**src/rtl/cb_seg_engine.sv**
```systemverilog
// Code-block segmentation engine: derives C/K/F from the TB size with iterative
// dividers, then streams filler, data and per-block CRC24B bits with framing flags.
module cb_seg_engine #(
   parameter int unsigned      SW   = 16,
   parameter int unsigned      ZMAX = 6144,
   parameter int unsigned      CRCL = 24,
   parameter logic [CRCL-1:0]  POLY = 24'h800063,
   parameter int unsigned      GRAN = 8
) (
   input  logic          clk,
   input  logic          reset,
   input  logic [SW-1:0] size_in,
   input  logic          size_valid,
   output logic          size_ready,
   input  logic          tb_in,
   input  logic          tb_valid,
   output logic          tb_ready,
   output logic          out_data,
   output logic          out_valid,
   input  logic          out_ready,
   output logic          out_start,
   output logic          out_last,
   output logic          out_filling,
   output logic          out_crc,
   output logic [7:0]    out_cb_idx,
   output logic [SW-1:0] out_cb_size,
   output logic          busy,
   output logic          err
);

   localparam int unsigned CW  = $clog2(CRCL);
   localparam int unsigned DCW = $clog2(SW);
   localparam logic [SW-1:0] ONE    = SW'(1);
   localparam logic [SW-1:0] ZMAX_W = SW'(ZMAX);
   localparam logic [SW-1:0] DIVC_W = SW'(ZMAX - CRCL);
   localparam logic [SW-1:0] CRCL_W = SW'(CRCL);
   localparam logic [SW-1:0] GMASK  = SW'(GRAN - 1);
   localparam logic [SW-1:0] BMAX   = SW'((1 << SW) - 1 - ZMAX);

   typedef enum logic [2:0] {IDLE, DIV_C, DIV_K, ROUND, FILL, DATA, CRC, NEXT} state_t;

   state_t          state;
   logic [SW-1:0]   b_reg, bp_reg, c_reg, lp_reg, kraw_reg, k_reg, f_reg, bit_cnt;
   logic [7:0]      cb_idx;
   logic [CRCL-1:0] crc;
   logic [CW-1:0]   crc_cnt;
   logic [SW-1:0]   div_n, div_r, div_d;
   logic [DCW-1:0]  div_cnt;

   // Restoring divider step: dividend shifts out of div_n while quotient bits shift in.
   logic [SW:0]     rem_sh;
   logic            q_bit;
   logic [SW-1:0]   rem_nx, quo_nx, ceil_nx, bp_nx, k_nx, f_nx, idx_ext;
   logic            multi, more_blk, data_end, blk_last, crc_feed;
   logic [CRCL-1:0] crc_nx;
   logic [CW-1:0]   crc_sel;

   assign rem_sh   = {div_r, div_n[SW-1]};
   assign q_bit    = rem_sh >= {1'b0, div_d};
   assign rem_nx   = q_bit ? SW'(rem_sh - {1'b0, div_d}) : rem_sh[SW-1:0];
   assign quo_nx   = {div_n[SW-2:0], q_bit};
   assign ceil_nx  = quo_nx + {{(SW-1){1'b0}}, (rem_nx != '0)};
   assign bp_nx    = b_reg + ceil_nx * CRCL_W;
   assign k_nx     = (kraw_reg + GMASK) & ~GMASK;
   assign f_nx     = c_reg * k_nx - bp_reg;

   assign idx_ext  = {{(SW-8){1'b0}}, cb_idx};
   assign multi    = c_reg != ONE;
   assign more_blk = idx_ext < (c_reg - ONE);
   assign data_end = bit_cnt == (k_reg - lp_reg - ONE);
   assign blk_last = bit_cnt == (k_reg - ONE);

   assign crc_feed = (state == DATA) ? tb_in : 1'b0;
   assign crc_nx   = {crc[CRCL-2:0], 1'b0} ^ ((crc[CRCL-1] ^ crc_feed) ? POLY : '0);
   assign crc_sel  = CW'(CRCL - 1) - crc_cnt;

   assign size_ready  = state == IDLE;
   assign busy        = state != IDLE;
   assign out_cb_idx  = cb_idx;
   assign out_cb_size = k_reg;

   // Every stream transfers on valid && ready; in DATA the bit passes straight through,
   // so an upstream stall only drops out_valid and the framing counters simply wait.
   always_comb begin
      out_valid   = 1'b0;
      out_data    = 1'b0;
      out_start   = 1'b0;
      out_last    = 1'b0;
      out_filling = 1'b0;
      out_crc     = 1'b0;
      tb_ready    = 1'b0;
      case (state)
         FILL: begin
            out_valid   = 1'b1;
            out_filling = 1'b1;
            out_start   = bit_cnt == '0;
            out_last    = blk_last;
         end
         DATA: begin
            out_valid = tb_valid;
            out_data  = tb_in;
            tb_ready  = out_ready;
            out_start = bit_cnt == '0;
            out_last  = blk_last;
         end
         CRC: begin
            out_valid = 1'b1;
            out_crc   = 1'b1;
            out_data  = crc[crc_sel];
            out_last  = blk_last;
         end
         default: ;
      endcase
   end

   always_ff @(posedge clk or posedge reset) begin
      if (reset) begin
         state    <= IDLE;
         b_reg    <= '0;
         bp_reg   <= '0;
         c_reg    <= '0;
         lp_reg   <= '0;
         kraw_reg <= '0;
         k_reg    <= '0;
         f_reg    <= '0;
         bit_cnt  <= '0;
         cb_idx   <= '0;
         crc      <= '0;
         crc_cnt  <= '0;
         div_n    <= '0;
         div_r    <= '0;
         div_d    <= '0;
         div_cnt  <= '0;
         err      <= 1'b0;
      end else begin
         err <= 1'b0;
         case (state)
            IDLE: if (size_valid) begin
               b_reg  <= size_in;
               k_reg  <= '0;
               cb_idx <= '0;
               if (size_in == '0 || size_in > BMAX) begin
                  err <= 1'b1;
               end else if (size_in <= ZMAX_W) begin
                  c_reg  <= ONE;
                  lp_reg <= '0;
                  bp_reg <= size_in;
                  state  <= DIV_K;
               end else begin
                  div_n   <= size_in;
                  div_r   <= '0;
                  div_d   <= DIVC_W;
                  div_cnt <= '0;
                  state   <= DIV_C;
               end
            end
            DIV_C: begin
               div_n   <= quo_nx;
               div_r   <= rem_nx;
               div_cnt <= div_cnt + DCW'(1);
               if (div_cnt == DCW'(SW - 1)) begin
                  // C is final here, so the K division is loaded with B' = B + C*L directly.
                  c_reg   <= ceil_nx;
                  lp_reg  <= CRCL_W;
                  bp_reg  <= bp_nx;
                  div_n   <= bp_nx;
                  div_r   <= '0;
                  div_d   <= ceil_nx;
                  div_cnt <= '0;
                  state   <= DIV_K;
               end
            end
            DIV_K: begin
               if (c_reg == ONE) begin
                  kraw_reg <= bp_reg;
                  state    <= ROUND;
               end else begin
                  div_n   <= quo_nx;
                  div_r   <= rem_nx;
                  div_cnt <= div_cnt + DCW'(1);
                  if (div_cnt == DCW'(SW - 1)) begin
                     kraw_reg <= ceil_nx;
                     state    <= ROUND;
                  end
               end
            end
            ROUND: begin
               k_reg   <= k_nx;
               f_reg   <= f_nx;
               cb_idx  <= '0;
               bit_cnt <= '0;
               crc     <= '0;
               crc_cnt <= '0;
               state   <= (f_nx != '0) ? FILL : DATA;
            end
            FILL: if (out_ready) begin
               if (multi) crc <= crc_nx;
               bit_cnt <= bit_cnt + ONE;
               if (bit_cnt == f_reg - ONE) state <= DATA;
            end
            DATA: if (tb_valid && out_ready) begin
               if (multi) crc <= crc_nx;
               bit_cnt <= bit_cnt + ONE;
               if (data_end) begin
                  if (multi) begin
                     crc_cnt <= '0;
                     state   <= CRC;
                  end else begin
                     state <= IDLE;
                  end
               end
            end
            CRC: if (out_ready) begin
               crc_cnt <= crc_cnt + CW'(1);
               bit_cnt <= bit_cnt + ONE;
               if (crc_cnt == CW'(CRCL - 1)) begin
                  crc <= '0;
                  if (more_blk) begin
                     cb_idx  <= cb_idx + 8'd1;
                     bit_cnt <= '0;
                     state   <= DATA;
                  end else begin
                     state <= IDLE;
                  end
               end
            end
            default: state <= IDLE;
         endcase
      end
   end

endmodule
```
**config.mk**
```make
export PLATFORM = sky130hd
export DESIGN_NAME = cb_seg_engine
export DESIGN_NICKNAME = d
export VERILOG_FILES = /design/src/rtl/cb_seg_engine.sv
export SDC_FILE = /design/constraint.sdc
export NUM_CORES = 1
export LEC_CHECK = 0
export BUFFER_PORTS_ARGS = -buffer_cell sky130_fd_sc_hd__buf_2
export CAP_MARGIN = 10
export CORE_ASPECT_RATIO = 0.5
export CORE_UTILIZATION = 35
export DETAILED_ROUTE_END_ITERATION = 12
export SKIP_LAST_GASP = 1
export SLEW_MARGIN = 10
export SYNTH_ARGS = -nofsm -noshare
export SYNTH_HDL_FRONTEND = slang
export SYNTH_SLANG_ARGS = --single-unit
export TNS_END_PERCENT = 20
```
**constraint.sdc**
```tcl
create_clock -name clk -period 15.1 [get_ports clk]
set_input_delay 2.265 -clock clk [delete_from_list [all_inputs] [get_ports clk]]
set_output_delay 2.265 -clock clk [all_outputs]
set_load 0.02 [all_outputs]
```
==> results.ini <==
[critical_path]
crit_family=compound AO/OA/AOI/OAI gates
cp_max_fo=29
cpPeakStageDelay_ns=0.67
crit_type=register to register
crit_path_start_kind=register
critical_path_buf_inv_count=2
worstPathRequired_ns=15.60
arrival_ns=7.86
crit_path_end_kind=register
cpMaxStageDelayCell=a2111oi_0

[floorplanning]
coreArea_mm2=0.0469
die_y_um=156
die_w_um=311
start_util_pct=35.6
io_pins=56
rows=56
die_area_mm2=0.0486

[logic_synthesis]
ys_seq_area_share_pct=30.4
yosysTopAreaCellShare_pct=30.4
ys_top_cells_by_area=dfrtp_1 (30%), ha_1 (8.1%), nand2_1 (6.9%), fa_1 (6.2%), o21ai_0 (5.2%)
synthCells=2024
synth.ff_latch_count=203
synth-edff-count=0
synthFlopType=dfrtp_1
async_flop_share_pct=100
ys_types=80
syn_area_per_cell_um2=8.25
synth_area_mm2=0.0167
yosys.area.top_type=dfrtp_1
ys_warn_count=0

[detailed_routing]
wl_per_cell_um=18.4
drt_first_pass_iters=8
drc_errors=0
drtIter0Drc=1176
num_vias=14338
wl_um=49100
via_per_inst=5.36
ant_nets=0

[global_route]
grt_pass1_wl_um=77500
grt-ovfl-total=0
antenna_found_initial=0
grt.busiest_layer=met2
grt_max_degree=135
use_met3_pct=3.38
grt_pass1_vias=13527
use_met1_pct=28.3
grt_util_met2_pct=31.5
groute.usage.overall_pct=20.1

[final_layout]
final_nets=2203
fin_cells=2675
largest_reg_flops=24
synthToLayoutAreaGrowth_pct=10.0
insertedDiodeCount=0
regMostFlops=crc
drive_gt1_share_pct=6.97

[sta]
fin_crit_sh_pct=48.8
min_period_ns=7.36
finalSetupViolCount=0
finalClockSkew_ns=0.0384
finalSetupTns_ns=0
rsz0062_at_grt=no
maxSlewViolCount=0
relSlewSlack_pct=21.0
fmax_mhz=136
hold_viol_final=0
worstMarginPinSlew_ns=1.18

[placed_design]
io_buffers=52
gp_congestion=0.943
hpwl_um=36500
place_inst=2634

[clocking]
clock_latency_ns=0.56
cts_tree=done
ctsHtreeMaxLevel=1
clock_path_buffers=3
numClockSinks=203
ctsResizeCount=0
post_cts_buffers=0
clk_pin_slew_worst_paths_ns=0.07
hold_buffers=0
root_buffer=clkbuf_16
cts_buffers=23

[hold_path]
hold_path.class=register to register

[pwr]
powerDensity_mw_per_mm2=73.3
ir_worst_vdd_mv=0.0669
p_leak_nw=8.58

[run_status]
status=finished clean

[run]
maxCapViolations=0

cell usage in the layout, fill, tap and decap left out, types with 26 or more instances in the layout:
| cell type | instances |
|---|---|
| and2_1 | 26 |
| dfrtp_1 | 203 |
| nor2b_1 | 40 |
| ha_1 | 108 |
| nand3_1 | 46 |
| inv_1 | 163 |
| nand2_1 | 308 |
| buf_2 | 52 |
| nor3_1 | 43 |
| xnor2_1 | 89 |
| xor2_1 | 72 |
| a31oi_1 | 32 |
| o21ai_0 | 171 |
| fa_1 | 52 |
| a21oi_1 | 89 |
| nor2_1 | 126 |
area by class of cell:
type / instances / area (µm²)
clock inverters: 9 / 163
flip-flops and latches: 203 / 5080
multi-input cells: 1549 / 10600
fillers: 4830 / 28600
repair buffers: 77 / 448
clock buffers: 32 / 669
well taps: 638 / 798
inverters: 167 / 634
synthesized netlist by cell type (all sizes together) (14+ instances only):
library cell,number
ha,108
a21o,25
nand3,46
fa,52
nor2b,41
mux2i,18
nor3,43
o31ai,14
and3,16
nand2,308
nand2b,25
nor4,20
dfrtp,203
o21ai,172
a211oi,14
nor2,126
inv,164
a21oi,89
nand4,17
clkbuf,94
xor2,72
a31oi,33
and2,27
xnor2,89
o22ai,25
or3,20
per-stage QoR:
| stage | area, µm² | power (mW) | hold WS, ns | worst slack [ns] | utilization, % |
|---|---|---|---|---|---|
| 6_report | 18400 | 1.35 | 0.491 | 7.74 | 39.1 |
| 2_1_floorplan | 16700 | 0.691 | 0.443 | 7.30 | - |
| 3_3_place_gp | 17500 | 0.724 | 0.469 | 8.00 | 37.3 |
| 5_1_grt | 18400 | 1.40 | 0.511 | 6.96 | 39.1 |
| 4_1_cts | 18400 | 1.36 | 0.492 | 7.80 | 39.1 |
| 3_5_place_dp | 17500 | 0.727 | 0.475 | 7.85 | 37.3 |
worst register-to-register path: cells and delay by family, from the launching register on:
kind	cells	cell delay, ns
AOI/OAI and AO/OA	16	3.70
adders and majority gates	5	1.62
and+or+nand+nor	4	0.51
buffers and inverters	2	0.49
DFF	1	0.44
muxes	1	0.28
xor gates and xnor gates	1	0.28
routing by layer:
| layer | vias up | part of all wire [%] |
|---|---|---|
| met5 | - | 0 |
| met4 | 0 | 2.7 |
| met3 | 75 | 5.7 |
| met2 | 358 | 44 |
| met1 | 6966 | 48 |
| li1 | 6939 | - |
power by group:
part / internal [mW] / leakage (nW) / switching [mW]
clock network: 0.379 / 0.408 / 0.250
registers: 0.571 / 2.46 / 0.0327
logic: 0.0485 / 5.71 / 0.0652
final timing paths:
check                           from             to  slack [ns]  cells after the start
max reg2reg                 div_r[0]      div_n[14]        7.74                     29
max in group asynchronous      reset  out_cb_idx[7]       11.70                      3
max                         div_r[0]      div_n[14]        7.74                     29
min reg2reg                div_r[15]      div_r[15]        0.49                      2
min                        div_r[15]      div_r[15]        0.49                      2
min in group asynchronous      reset        crc[12]        1.83                      2
cell families (layout without fill, tap and decap cells):
group                      count (synthesis)  in the layout  synth area share [%]
buffers and inverters                    274            285                  6.30
DFF                                      203            203                  30.4
adders and majority gates                161            161                  14.4
xor gates and xnor gates                 164            164                  8.85
muxes                                     29             29                  2.32
other                                      1              3                0.0225
AOI/OAI and AO/OA                        464            464                  17.1
and+or+nand+nor                          728            728                  20.6
Power figures use the tool's default switching activity.
